===== src/rtl/uart_rx_if.sv =====
// Receive-side output bundle of the UART deserializer:
// framed data word plus its done/error/tick strobes.
interface uart_rx_if #(
    parameter int DB = 8
) ();
    logic [DB-1:0] d_out;
    logic          rx_done;
    logic          frame_err;
    logic          s_tick;

    modport master (
        output d_out,
        output rx_done,
        output frame_err,
        output s_tick
    );

    modport slave (
        input d_out,
        input rx_done,
        input frame_err,
        input s_tick
    );
endinterface


===== src/rtl/uart_rx_deserializer.sv =====
// UART receive deserializer: 16x baud tick, 2-FF rx sync,
// start/data/stop FSM driving a one-word output register.
module uart_rx_deserializer #(
    parameter int DB      = 8,
    parameter int SB_TICK = 16,
    parameter int CLK_DIV = 163,
    parameter int CNT_W   = 8
) (
    input  logic      clk,
    input  logic      rst_n,
    input  logic      rx,
    uart_rx_if.master bus
);
    localparam int SMAX = (SB_TICK > 16) ? SB_TICK : 16;
    localparam int SW   = $clog2(SMAX);
    localparam int NW   = (DB > 1) ? $clog2(DB) : 1;

    typedef enum logic [1:0] {
        IDLE,
        START,
        DATA,
        STOP
    } state_t;

    logic [CNT_W-1:0] cnt_q;
    logic [CNT_W-1:0] cnt_d;
    logic             tick;

    logic [1:0]       sync_q;
    logic             rx_s;

    state_t           state_q;
    logic [SW-1:0]    s_q;
    logic [NW-1:0]    n_q;
    logic [DB-1:0]    shift_q;
    logic [DB-1:0]    dout_q;
    logic             done_q;
    logic             err_q;

    // Free-running divider; the FSM never re-phases it.
    assign tick = (cnt_q == CNT_W'(CLK_DIV - 1));

    always_comb begin
        cnt_d = cnt_q + 1'b1;
        if (tick) begin
            cnt_d = '0;
        end
    end

    always_ff @(posedge clk or negedge rst_n) begin
        if (!rst_n) begin
            cnt_q <= '0;
        end else begin
            cnt_q <= cnt_d;
        end
    end

    always_ff @(posedge clk or negedge rst_n) begin
        if (!rst_n) begin
            sync_q <= 2'b11;
        end else begin
            sync_q <= {sync_q[0], rx};
        end
    end

    assign rx_s = sync_q[1];

    always_ff @(posedge clk or negedge rst_n) begin
        if (!rst_n) begin
            state_q <= IDLE;
            s_q     <= '0;
            n_q     <= '0;
            shift_q <= '0;
            dout_q  <= '0;
            done_q  <= 1'b0;
            err_q   <= 1'b0;
        end else begin
            done_q <= 1'b0;
            err_q  <= 1'b0;
            unique case (state_q)
                IDLE: begin
                    if (!rx_s) begin
                        state_q <= START;
                        s_q     <= '0;
                    end
                end
                START: begin
                    if (tick) begin
                        if (s_q == SW'(7)) begin
                            if (!rx_s) begin
                                state_q <= DATA;
                                s_q     <= '0;
                                n_q     <= '0;
                            end else begin
                                state_q <= IDLE;
                            end
                        end else begin
                            s_q <= s_q + 1'b1;
                        end
                    end
                end
                DATA: begin
                    if (tick) begin
                        if (s_q == SW'(15)) begin
                            s_q     <= '0;
                            shift_q <= {rx_s, shift_q[DB-1:1]};
                            if (n_q == NW'(DB - 1)) begin
                                state_q <= STOP;
                            end else begin
                                n_q <= n_q + 1'b1;
                            end
                        end else begin
                            s_q <= s_q + 1'b1;
                        end
                    end
                end
                STOP: begin
                    if (tick) begin
                        if (s_q == SW'(SB_TICK - 1)) begin
                            state_q <= IDLE;
                            // A low stop bit keeps the previous word visible.
                            if (rx_s) begin
                                dout_q <= shift_q;
                                done_q <= 1'b1;
                            end else begin
                                err_q <= 1'b1;
                            end
                        end else begin
                            s_q <= s_q + 1'b1;
                        end
                    end
                end
                default: state_q <= IDLE;
            endcase
        end
    end

    assign bus.d_out     = dout_q;
    assign bus.rx_done   = done_q;
    assign bus.frame_err = err_q;
    assign bus.s_tick    = tick;
endmodule


===== src/flat_wrapper.sv =====
// flat-port wrapper written by rule: the top's interface ports become plain ports
module uart_rx_deserializer_flat 
#(
    parameter int DB      = 8,
    parameter int SB_TICK = 16,
    parameter int CLK_DIV = 163,
    parameter int CNT_W   = 8
)
  (clk, rst_n, rx, bus_d_out, bus_rx_done, bus_frame_err, bus_s_tick);
  uart_rx_if #(.DB(DB)) bus_i ();
  input  logic clk;
  input  logic rst_n;
  input  logic rx;
  output wire logic [$bits(bus_i.d_out)-1:0] bus_d_out;
  output wire logic [$bits(bus_i.rx_done)-1:0] bus_rx_done;
  output wire logic [$bits(bus_i.frame_err)-1:0] bus_frame_err;
  output wire logic [$bits(bus_i.s_tick)-1:0] bus_s_tick;
  assign bus_d_out = bus_i.d_out;
  assign bus_rx_done = bus_i.rx_done;
  assign bus_frame_err = bus_i.frame_err;
  assign bus_s_tick = bus_i.s_tick;
  uart_rx_deserializer #(.DB(DB), .SB_TICK(SB_TICK), .CLK_DIV(CLK_DIV), .CNT_W(CNT_W)) u_core (.clk(clk), .rst_n(rst_n), .rx(rx), .bus(bus_i));
endmodule

===== config.mk =====
export PLATFORM = sky130hd
export DESIGN_NAME = uart_rx_deserializer_flat
export DESIGN_NICKNAME = d
export VERILOG_FILES = /design/src/rtl/uart_rx_if.sv /design/src/rtl/uart_rx_deserializer.sv /design/src/flat_wrapper.sv
export SDC_FILE = /design/constraint.sdc
export NUM_CORES = 1
export LEC_CHECK = 0
export ABC_AREA = 0
export BUFFER_PORTS_ARGS = -buffer_cell sky130_fd_sc_hd__buf_4
export CORE_MARGIN = 10
export CORE_UTILIZATION = 63
export DETAILED_ROUTE_END_ITERATION = 10
export PLACE_DENSITY = 0.93
export SETUP_SLACK_MARGIN = 0.2
export SYNTH_ARGS = -nofsm -noshare
export SYNTH_HDL_FRONTEND = slang
export SYNTH_SLANG_ARGS = --single-unit

===== constraint.sdc =====
create_clock -name clk -period 4.2 [get_ports clk]
set_input_delay 0.42 -clock clk [delete_from_list [all_inputs] [get_ports clk]]
set_output_delay 0.42 -clock clk [all_outputs]
set_load 0.005 [all_outputs]

==> results.json, run 1 <==
{
  "drt_iter0_drc": 85,
  "synth_area_per_cell_um2": 12.1,
  "stdcell_count": 197,
  "dieWidth_um": 73.4,
  "gp_congestion": 0.802,
  "async_flop_share": 1.00,
  "grt_max_degree": 38,
  "rsz0062_at_grt": "false",
  "drcViolationCount": 0,
  "p_total_uw": 631,
  "max_freq_ghz": 0.368,
  "clkSlewWorstSetupHoldPaths_ns": 0.11,
  "cts_root_buf": "clkbuf_4",
  "drtPass1Iterations": 4,
  "maxSlewViolCount": 0,
  "p_per_area_mw_per_mm2": 314,
  "ant_nets": 0,
  "maxCapViolCount": 0,
  "die-area_mm2": 0.00539,
  "grt_pass1_vias": 1238,
  "overflow": 0,
  "synth_fp_nets": 162,
  "reg2reg_depth": 6,
  "fillers": 173,
  "hpwlAfterDp_mm": 2.57,
  "num_vias": 1247,
  "seq_area_frac_synth": 0.516,
  "cts.sinks": 37,
  "synth.most_common_cell": "dfrtp_1",
  "crit_required_ns": 4.44,
  "post_cts_buffers": 0,
  "crit_type": "flop to flop",
  "min_path_type": "input pin to async pin",
  "grt_use_total": 0.138,
  "fin_nets": 178,
  "ys_types": 44,
  "clock_skew_ns": 0.00741,
  "numCtsBuffers": 5,
  "die_h_um": 73.4,
  "cts_resized": 0,
  "antenna_cells": 0,
  "drive_gt1_frac": 0.283,
  "fin_crit_sh": 0.646,
  "drt-vias-per-instance": 6.33,
  "worst_pin_slew_ns": 0.783,
  "clk_latency_ns": 0.35,
  "grt_first_pass_wirelength_mm": 5.78,
  "clockBufferDepth": 2,
  "finalHoldViolations": 7,
  "synth_top_area_frac": 0.487,
  "yosys_most_used_dff": "dfrtp_1",
  "cp-start-kind": "flop",
  "start_util": 0.658,
  "synth-seq-cells": 37,
  "syn_inst": 149,
  "yosys.area.top_type": "dfrtp_1",
  "io_buffers": 13,
  "synth_common_cells": "dfrtp_1 (35), mux2_2 (17), nand3_1 (13)",
  "syn_to_final_growth_pct": 11.6,
  "antenna_found_initial": 0,
  "fp-row-count": 19,
  "r2r-start": "u_core.cnt_q[0]$_DFF_PN0_",
  "period_minus_slack_ns": 2.71,
  "io_pins": 14,
  "tns_ns": 0,
  "syn_area_mm2": 0.00180,
  "endpoint_kind": "flop",
  "worstReg2RegEnd": "u_core.bus.d_out[6]$_DFFE_PN0P_",
  "setup_viol": 0,
  "core_area_mm2": 0.00273,
  "wl_mm": 3.54,
  "wl_per_cell_um": 17.9,
  "synthTopCellsByArea": "dfrtp_1 (49%), mux2_2 (11%), ha_1 (7.0%), nand3_1 (3.6%), dfstp_2 (2.9%)",
  "dp_cells": 189,
  "status": "complete, but fails checks",
  "p_leak_uw": 0.00100,
  "cts_tree": "done",
  "crit_fanout": 12,
  "slew_headroom": 0.476,
  "hold_ws_ns": -0.00562,
  "synth_edf_count": 0,
  "violations": "negative hold slack",
  "ctsHoldBuffers": 0,
  "htreeDepth": 2,
  "yosys_warnings": 0,
  "crit_arrival_ns": 2.96,
  "vdd_drop_max_mv": 0.355,
  "reg2reg_slack_ns": 1.49
}
## state kept, by name, indices dropped and copies added (netlist names), named ones only
signal                flops
u_core.state_q            1
u_core.bus.d_out          8
u_core.s_q                4
u_core.bus.frame_err      1
u_core.sync_q             2
u_core.bus.rx_done        1
u_core.shift_q            8
u_core.cnt_q              8
u_core.n_q                3
## routing by layer
layer	share of wire	routed length [um]	global-route usage
met1	0.41	1430	0.146
met3	0.039	138	0.0471
met5	0	0	0
met4	0.029	104	0.0766
met2	0.53	1860	0.234
## layout by cell type, fill, tap and decap left out, types with 2 or more instances in the layout
| cell | instances |
|---|---|
| buf_4 | 13 |
| dfrtp_1 | 35 |
| ha_1 | 10 |
| mux2_2 | 17 |
| and3_1 | 3 |
| o221ai_1 | 3 |
| xnor2_1 | 4 |
| nand2_1 | 6 |
| clkbuf_4 | 5 |
| inv_1 | 5 |
| mux2i_1 | 2 |
| nand2b_1 | 2 |
| o21ai_0 | 2 |
| nor2_1 | 10 |
| dfstp_2 | 2 |
| o211a_1 | 2 |
| nand3_1 | 13 |
| nor3_1 | 2 |
| xor2_1 | 2 |
## critical path, cell delays in order (launching register included)
cell	delay (ns)
dfrtp_1	0.46
inv_1	0.08
ha_1	0.13
or3b_4	0.40
nor2_1	0.61
nand3_1	0.51
mux2_2	0.42
## worst max-delay path by stage
stage | from | end | slack, ns | depth (start not counted)
finish | u_core.cnt_q[0]$_DFF_PN0_ | u_core.bus.d_out[6]$_DFFE_PN0P_ | 1.49 | 6
global route | u_core.cnt_q[0]$_DFF_PN0_ | u_core.bus.d_out[4]$_DFFE_PN0P_ | 1.38 | 6
CTS | u_core.cnt_q[0]$_DFF_PN0_ | u_core.bus.d_out[6]$_DFFE_PN0P_ | 1.49 | 6
detailed placement | u_core.cnt_q[0]$_DFF_PN0_ | u_core.bus.d_out[6]$_DFFE_PN0P_ | 1.54 | 6
global placement | u_core.cnt_q[0]$_DFF_PN0_ | u_core.bus.d_out[7]$_DFFE_PN0P_ | 1.73 | 6
floorplan | u_core.cnt_q[0]$_DFF_PN0_ | u_core.n_q[0]$_DFFE_PN0P_ | 2.31 | 6
## where the power goes
part / switching (uW) / internal (uW) / total (uW)
logic: 6.96 / 2.00 / 8.96
registers: 1.47 / 358 / 359
clock network: 121 / 141 / 263
total: 130 / 501 / 631
## layout make-up
type / instances / area [um2] / area share
Multi-Input combinational cell: 103 / 835 / 0.416
Sequential cell: 37 / 928 / 0.463
Timing Repair Buffer: 13 / 97.6 / 0.0486
Clock inverter: 2 / 37.5 / 0.0187
Inverter: 5 / 18.8 / 0.00935
Clock buffer: 6 / 51.3 / 0.0256
Tap cell: 31 / 38.8 / 0.0193
## per-stage QoR
stage	hold WS (ns)	cell area (um2)	worst slack, ns	utilization
4_1_cts	0.0142	2010	1.49	0.734
5_1_grt	0.0234	2010	1.38	0.734
6_report	-0.00562	2010	1.49	0.734
3_3_place_gp	0.347	1920	1.73	0.702
2_1_floorplan	0.124	1800	2.31	-
3_5_place_dp	0.349	1920	1.54	0.702
## kinds of logic (layout without fill, tap and decap cells)
family                   after synthesis  count (layout)  share of synthesized area
AO/OA/AOI/OAI                         17              17                     0.0814
XOR/XNOR                               6               6                     0.0292
multiplexers                          19              19                      0.118
flip-flops                            37              37                      0.516
adder cells (fa/ha/maj)               10              10                     0.0696
buffers and inverters                  9              26                     0.0195
AND/OR/NAND/NOR                       51              51                      0.166
No activity file was read; power rests on OpenSTA's default activity.
==> inputs of run 2 (changes only) <==
--- a/config.mk
+++ b/config.mk
@@ -8,9 +8,9 @@
 export ABC_AREA = 0
 export BUFFER_PORTS_ARGS = -buffer_cell sky130_fd_sc_hd__buf_4
 export CORE_MARGIN = 10
-export CORE_UTILIZATION = 63
+export CORE_UTILIZATION = 58
 export DETAILED_ROUTE_END_ITERATION = 10
-export PLACE_DENSITY = 0.93
+export PLACE_DENSITY = 0.87
 export SETUP_SLACK_MARGIN = 0.2
 export SYNTH_ARGS = -nofsm -noshare
 export SYNTH_HDL_FRONTEND = slang
==> constraint.sdc (replaced) <==
create_clock -name clk -period 2.7 [get_ports clk]
set_input_delay 0.27 -clock clk [delete_from_list [all_inputs] [get_ports clk]]
set_output_delay 0.27 -clock clk [all_outputs]
set_load 0.005 [all_outputs]
==> run 2 against run 1 <==
  * The flow now finishes without violations
  * Register-to-register slack worse by 1.0 ns
  * Sequential power rose by 56%
  * Routed wire length down 3.1%
==> results.json, run 2 (same netlist as run 1, synthesis figures left out) <==
{
  "htreeDepth": 2,
  "ant_nets": 0,
  "cts_root_buf": "clkbuf_4",
  "fin_nets": 181,
  "period_minus_slack_ns": 2.23,
  "crit_fanout": 13,
  "drcViolationCount": 0,
  "dieWidth_um": 75.7,
  "core_area_mm2": 0.00300,
  "die-area_mm2": 0.00573,
  "gp_congestion": 0.771,
  "ff_latch_area_um2": 928,
  "tns_ns": 0,
  "hpwlAfterDp_mm": 2.45,
  "holdPathEnd": "u_core.sync_q[1]$_DFF_PN1_",
  "cts.sinks": 37,
  "maxSlewViolCount": 0,
  "setup_viol": 0,
  "worst_pin_slew_ns": 0.655,
  "critPathMaxStageDelay_ns": 0.50,
  "io_buffers": 13,
  "cp-start-kind": "flop",
  "p_total_uw": 965,
  "post_cts_buffers": 0,
  "rsz0062_at_grt": "false",
  "numCtsBuffers": 5,
  "worst-path-stages": 6,
  "finish.utilization": 0.677,
  "num_vias": 1238,
  "max_freq_ghz": 0.448,
  "p_per_area_mw_per_mm2": 475,
  "endpoint_kind": "flop",
  "finalHoldViolations": 0,
  "multi_input_comb_area_um2": 835,
  "min_from": "u_core.sync_q[0]$_DFF_PN1_",
  "wl_per_cell_um": 17.0,
  "crit_buf_inv": 1,
  "drive_gt1_frac": 0.284,
  "crit_type": "flop to flop",
  "fin_crit_sh": 0.827,
  "reg2reg_slack_ns": 0.47,
  "fillers": 216,
  "grt_use_total": 0.140,
  "clk_latency_ns": 0.34,
  "crit_arrival_ns": 2.51,
  "clock_skew_ns": 0.00846,
  "start_util": 0.599,
  "drt-vias-per-instance": 6.13,
  "cp_top_family": "simple AND/OR/NAND/NOR gates",
  "syn_to_final_growth_pct": 13.0,
  "drtPass1Iterations": 4,
  "wl_mm": 3.43,
  "cts_tree": "done",
  "drt_iter0_drc": 160,
  "layout_commonest_cell": "dfrtp_1",
  "clkSlewWorstSetupHoldPaths_ns": 0.12,
  "fp-row-count": 20,
  "p_leak_uw": 0.00101,
  "vdd_drop_max_mv": 0.315,
  "antenna_found_initial": 0,
  "status": "finished, final reports clean",
  "grt_first_pass_wirelength_mm": 6.18,
  "grt_pass1_vias": 1301,
  "clockBufferDepth": 2,
  "reg2reg_depth": 6,
  "die_h_um": 75.7,
  "mostFrequentLayoutCells": "dfrtp_1 (35), mux2_2 (17), buf_4 (14)",
  "min_path_type": "flop to flop",
  "antenna_cells": 0,
  "r2r-start": "u_core.state_q[0]$_DFFE_PN0P_",
  "crit_required_ns": 2.98,
  "io_pins": 14,
  "path_cells": "inv_1 > ha_1 > or3_1 > o21a_1 > nor4_1 > mux2i_1",
  "grt_max_degree": 38,
  "whs_path_depth": 0,
  "maxCapViolCount": 0,
  "slew_headroom": 0.560,
  "overflow": 0,
  "slowest_stage": "or3_1"
}
[run 2: changes by cell type in the layout (fill, tap and decap cells not counted), sizes merged]
| cell | change |
|---|---|
| clkbuf | -1 |
| dlygate4sd3 | +2 |
| clkinv | +1 |
| buf | +1 |
[run 2: routing by layer]
layer,vias to the layer above,part of all wire,GRT usage
li1,581,-,-
met1,626,0.41,0.164
met2,26,0.52,0.242
met3,5,0.049,0.0391
met4,0,0.012,0.0454
met5,-,0,0
[run 2: worst max path at each step]
| stage | from | endpoint | slack [ns] |
|---|---|---|---|
| 2_1_floorplan | u_core.cnt_q[0]$_DFF_PN0_ | u_core.n_q[0]$_DFFE_PN0P_ | 0.81 |
| 4_1_cts | u_core.state_q[0]$_DFFE_PN0P_ | flop | 0.47 |
| 5_1_grt | u_core.cnt_q[0]$_DFF_PN0_ | u_core.shift_q[1]$_DFFE_PN0P_ | 0.35 |
| 3_3_place_gp | u_core.state_q[0]$_DFFE_PN0P_ | u_core.s_q[0]$_DFFE_PN0P_ | 0.57 |
| 6_report | u_core.state_q[0]$_DFFE_PN0P_ | flop | 0.47 |
| 3_5_place_dp | u_core.state_q[0]$_DFFE_PN0P_ | flop | 0.51 |
[run 2: report_power, final]
| group | switching (uW) | leakage (uW) | internal [uW] |
|---|---|---|---|
| Clock | 193 | 0.0000414 | 196 |
| Combinational | 11.5 | 0.000479 | 4.99 |
| Sequential | 2.32 | 0.000491 | 557 |
| Total | 207 | 0.00101 | 758 |
[run 2: layout make-up]
class                           instances  area share
Clock buffer                            5      0.0185
Clock inverter                          3      0.0228
Inverter                                5     0.00924
Multi-Input combinational cell        103       0.411
Sequential cell                        37       0.457
Tap cell                               33      0.0203
Timing Repair Buffer                   16      0.0616
[run 2: through the flow]
| step | area (um2) | instances | worst slack (ns) | hold slack, ns |
|---|---|---|---|---|
| after floorplan | 1800 | 149 | 0.807 | -0.0256 |
| after global placement | 1930 | 192 | 0.572 | 0.245 |
| after detailed placement | 1930 | 192 | 0.507 | 0.253 |
| after CTS | 2020 | 201 | 0.467 | 0.00784 |
| after global routing | 2030 | 202 | 0.345 | 0.387 |
| final | 2030 | 202 | 0.468 | 0.375 |
[run 2: repair_timing]
| item | in CTS | in global routing |
|---|---|---|
| hold buffers | 1 | 1 |
| endpoints found under the hold margin | 35 | 1 |
| gates resized for setup | 0 | 0 |
==> inputs of run 3 (changes only) <==
--- a/config.mk
+++ b/config.mk
@@ -8,9 +8,9 @@
 export ABC_AREA = 0
 export BUFFER_PORTS_ARGS = -buffer_cell sky130_fd_sc_hd__buf_4
 export CORE_MARGIN = 10
-export CORE_UTILIZATION = 58
+export CORE_UTILIZATION = 53
 export DETAILED_ROUTE_END_ITERATION = 10
-export PLACE_DENSITY = 0.87
+export PLACE_DENSITY = 0.85
 export SETUP_SLACK_MARGIN = 0.2
 export SYNTH_ARGS = -nofsm -noshare
 export SYNTH_HDL_FRONTEND = slang
==> constraint.sdc (replaced) <==
create_clock -name clk -period 2 [get_ports clk]
set_input_delay 0.2 -clock clk [delete_from_list [all_inputs] [get_ports clk]]
set_output_delay 0.2 -clock clk [all_outputs]
set_load 0.005 [all_outputs]
==> run 3 against run 2 <==
  * Via count up 7.2%
  * Critical path type unchanged
  * Register-to-register slack got worse by 0.41 ns
  * Total power increased by 37%
  * First-iteration DRC count shrank 29%
  * Global-route usage is 1.1 points lower
  * Count of clock-buffer cells in the layout increased by 1
==> results.json, run 3 (same netlist as run 1, synthesis figures left out) <==
{
  "status": "finished, final reports clean",
  "num_vias": 1327,
  "drive_gt1_frac": 0.450,
  "io_buffers": 13,
  "fillers": 241,
  "crit_required_ns": 2.27,
  "wl_mm": 3.91,
  "start_util": 0.543,
  "wl_per_cell_um": 16.7,
  "antenna_found_initial": 0,
  "core_area_mm2": 0.00331,
  "setup_viol": 0,
  "crit_fanout": 9,
  "antenna_cells": 0,
  "numCtsBuffers": 5,
  "drt_iter0_drc": 114,
  "critPathMaxStageDelay_ns": 0.43,
  "htreeDepth": 2,
  "grt_use_total": 0.129,
  "mostFrequentLayoutCells": "dfrtp_1 (35), buf_4 (30), mux2_2 (16)",
  "clockBufferDepth": 2,
  "finish.utilization": 0.698,
  "io_pins": 14,
  "fp-row-count": 21,
  "busiest_layer": "met2",
  "worst_pin_slew_ns": 0.452,
  "maxSlewViolCount": 0,
  "cts.sinks": 37,
  "maxCapViolCount": 0,
  "multi_input_comb_area_um2": 927,
  "drt-vias-per-instance": 5.65,
  "hpwlAfterDp_mm": 2.49,
  "cp-start-kind": "flop",
  "fin_nets": 201,
  "swShare": 0.203,
  "crit_type": "flop to flop",
  "reg2reg_slack_ns": 0.06,
  "syn_to_final_growth_pct": 28.5,
  "grt_first_pass_wirelength_mm": 6.36,
  "clk_latency_ns": 0.34,
  "slowest_stage": "dfrtp_1",
  "grt_max_degree": 38,
  "p_comb_frac": 0.017,
  "gp_congestion": 0.960,
  "cts_tree": "done",
  "p_int_uw": 1060,
  "power_frac_seq": 0.569,
  "max_freq_ghz": 0.515,
  "fin_crit_sh": 0.970,
  "endpoint_kind": "flop",
  "r2r-start": "u_core.state_q[0]$_DFFE_PN0P_",
  "drcViolationCount": 0,
  "die-area_mm2": 0.00612,
  "final_area_mm2": 0.00231,
  "ff_latch_area_um2": 928,
  "drtPass1Iterations": 4,
  "min_path_type": "input pin to async pin",
  "p_leak_uw": 0.00111,
  "slew_headroom": 0.699,
  "period_minus_slack_ns": 1.94,
  "dpl_cell_area_mm2": 0.00200,
  "finalHoldViolations": 0,
  "path_cells": "inv_2 > ha_4 > buf_6 > or2_2 > o211a_4 > nor4_1 > mux2i_1",
  "crit_arrival_ns": 2.21,
  "met2_usage": 0.230,
  "tns_ns": 0,
  "clkSlewWorstSetupHoldPaths_ns": 0.11,
  "layout_commonest_cell": "dfrtp_1",
  "ant_nets": 0,
  "reg2reg_depth": 7,
  "die_h_um": 78.2,
  "dieWidth_um": 78.2,
  "grt_pass1_vias": 1318,
  "grt_use_met1": 0.140,
  "rsz0062_at_grt": "true",
  "vdd_drop_max_mv": 0.537,
  "grtUsageMet3": 0.0444,
  "overflow": 0,
  "pwr-share-clk": 0.414,
  "p_per_area_mw_per_mm2": 573,
  "p_sw_uw": 269,
  "cts_root_buf": "clkbuf_4",
  "clock_skew_ns": 0.00530
}
run 3: changes by cell type in the layout (fill, tap and decap cells not counted), moves of 2 or more:
cell,change
buf_4,+16
buf_6,+4
ha_1,-5
ha_2,+3
ha_4,+2
inv_1,-3
inv_2,+3
o221ai_1,-3
o221ai_2,+3
run 3: per-layer routing:
metal / share of wire / up-vias
li1: - / 622
met1: 0.38 / 641
met2: 0.54 / 54
met3: 0.062 / 10
met4: 0.021 / 0
met5: 0 / -
run 3: worst max-delay path by stage:
| stage | depth (start not counted) | endpoint | start |
|---|---|---|---|
| 3_3_place_gp | 6 | u_core.shift_q[7]$_DFFE_PN0P_ | u_core.cnt_q[1]$_DFF_PN0_ |
| 2_1_floorplan | 6 | u_core.s_q[0]$_DFFE_PN0P_ | u_core.cnt_q[0]$_DFF_PN0_ |
| 4_1_cts | 6 | u_core.s_q[0]$_DFFE_PN0P_ | u_core.cnt_q[0]$_DFF_PN0_ |
| 3_5_place_dp | 6 | u_core.s_q[0]$_DFFE_PN0P_ | u_core.state_q[0]$_DFFE_PN0P_ |
| 6_report | 7 | flop | u_core.state_q[0]$_DFFE_PN0P_ |
| 5_1_grt | 6 | u_core.s_q[0]$_DFFE_PN0P_ | flop |
run 3: layout make-up:
type	instances	share of cell area
flip-flops and latches	37	0.402
multi-input cells	103	0.401
repair buffers	36	0.126
well taps	46	0.0249
clock buffers	6	0.0222
clock inverters	2	0.0162
inverters	5	0.00812
run 3: power groups by stage:
stage / combinational, uW / sequential (uW) / clock, uW
2_1_floorplan: 4.29 / 766 / 0
3_3_place_gp: 19.7 / 768 / 0
3_5_place_dp: 20.6 / 768 / 0
4_1_cts: 23.6 / 754 / 549
5_1_grt: 25.9 / 755 / 589
6_report: 22.6 / 754 / 548
run 3: critical path: cells and delay by family, from the launching register on:
family / cells / cell delay [ns]
fa+ha+maj: 1 / 0.18
compound gates: 1 / 0.16
flops: 1 / 0.43
mux: 1 / 0.23
simple gates: 2 / 0.64
buf+inv: 2 / 0.22
run 3: timing repair:
| item | CTS | global route |
|---|---|---|
| pin swaps | 2 | 5 |
| setup buffers | 7 | 7 |
| endpoints found under the hold margin | 36 | 0 |
| gates resized for setup | 14 | 8 |
| endpoints found under the setup margin | 24 | 26 |
| hold buffers | 2 | 0 |
run 3: metrics by stage:
stage	hold WS, ns	setup slack (ns)	total power [uW]	instances
after global placement	0.172	0.0827	788	211
after CTS	0.360	0.0888	1330	228
after detailed placement	0.183	0.0389	789	211
after global routing	0.367	0.00668	1370	235
after floorplan	-0.0956	0.163	771	149
final	0.335	0.0601	1320	235
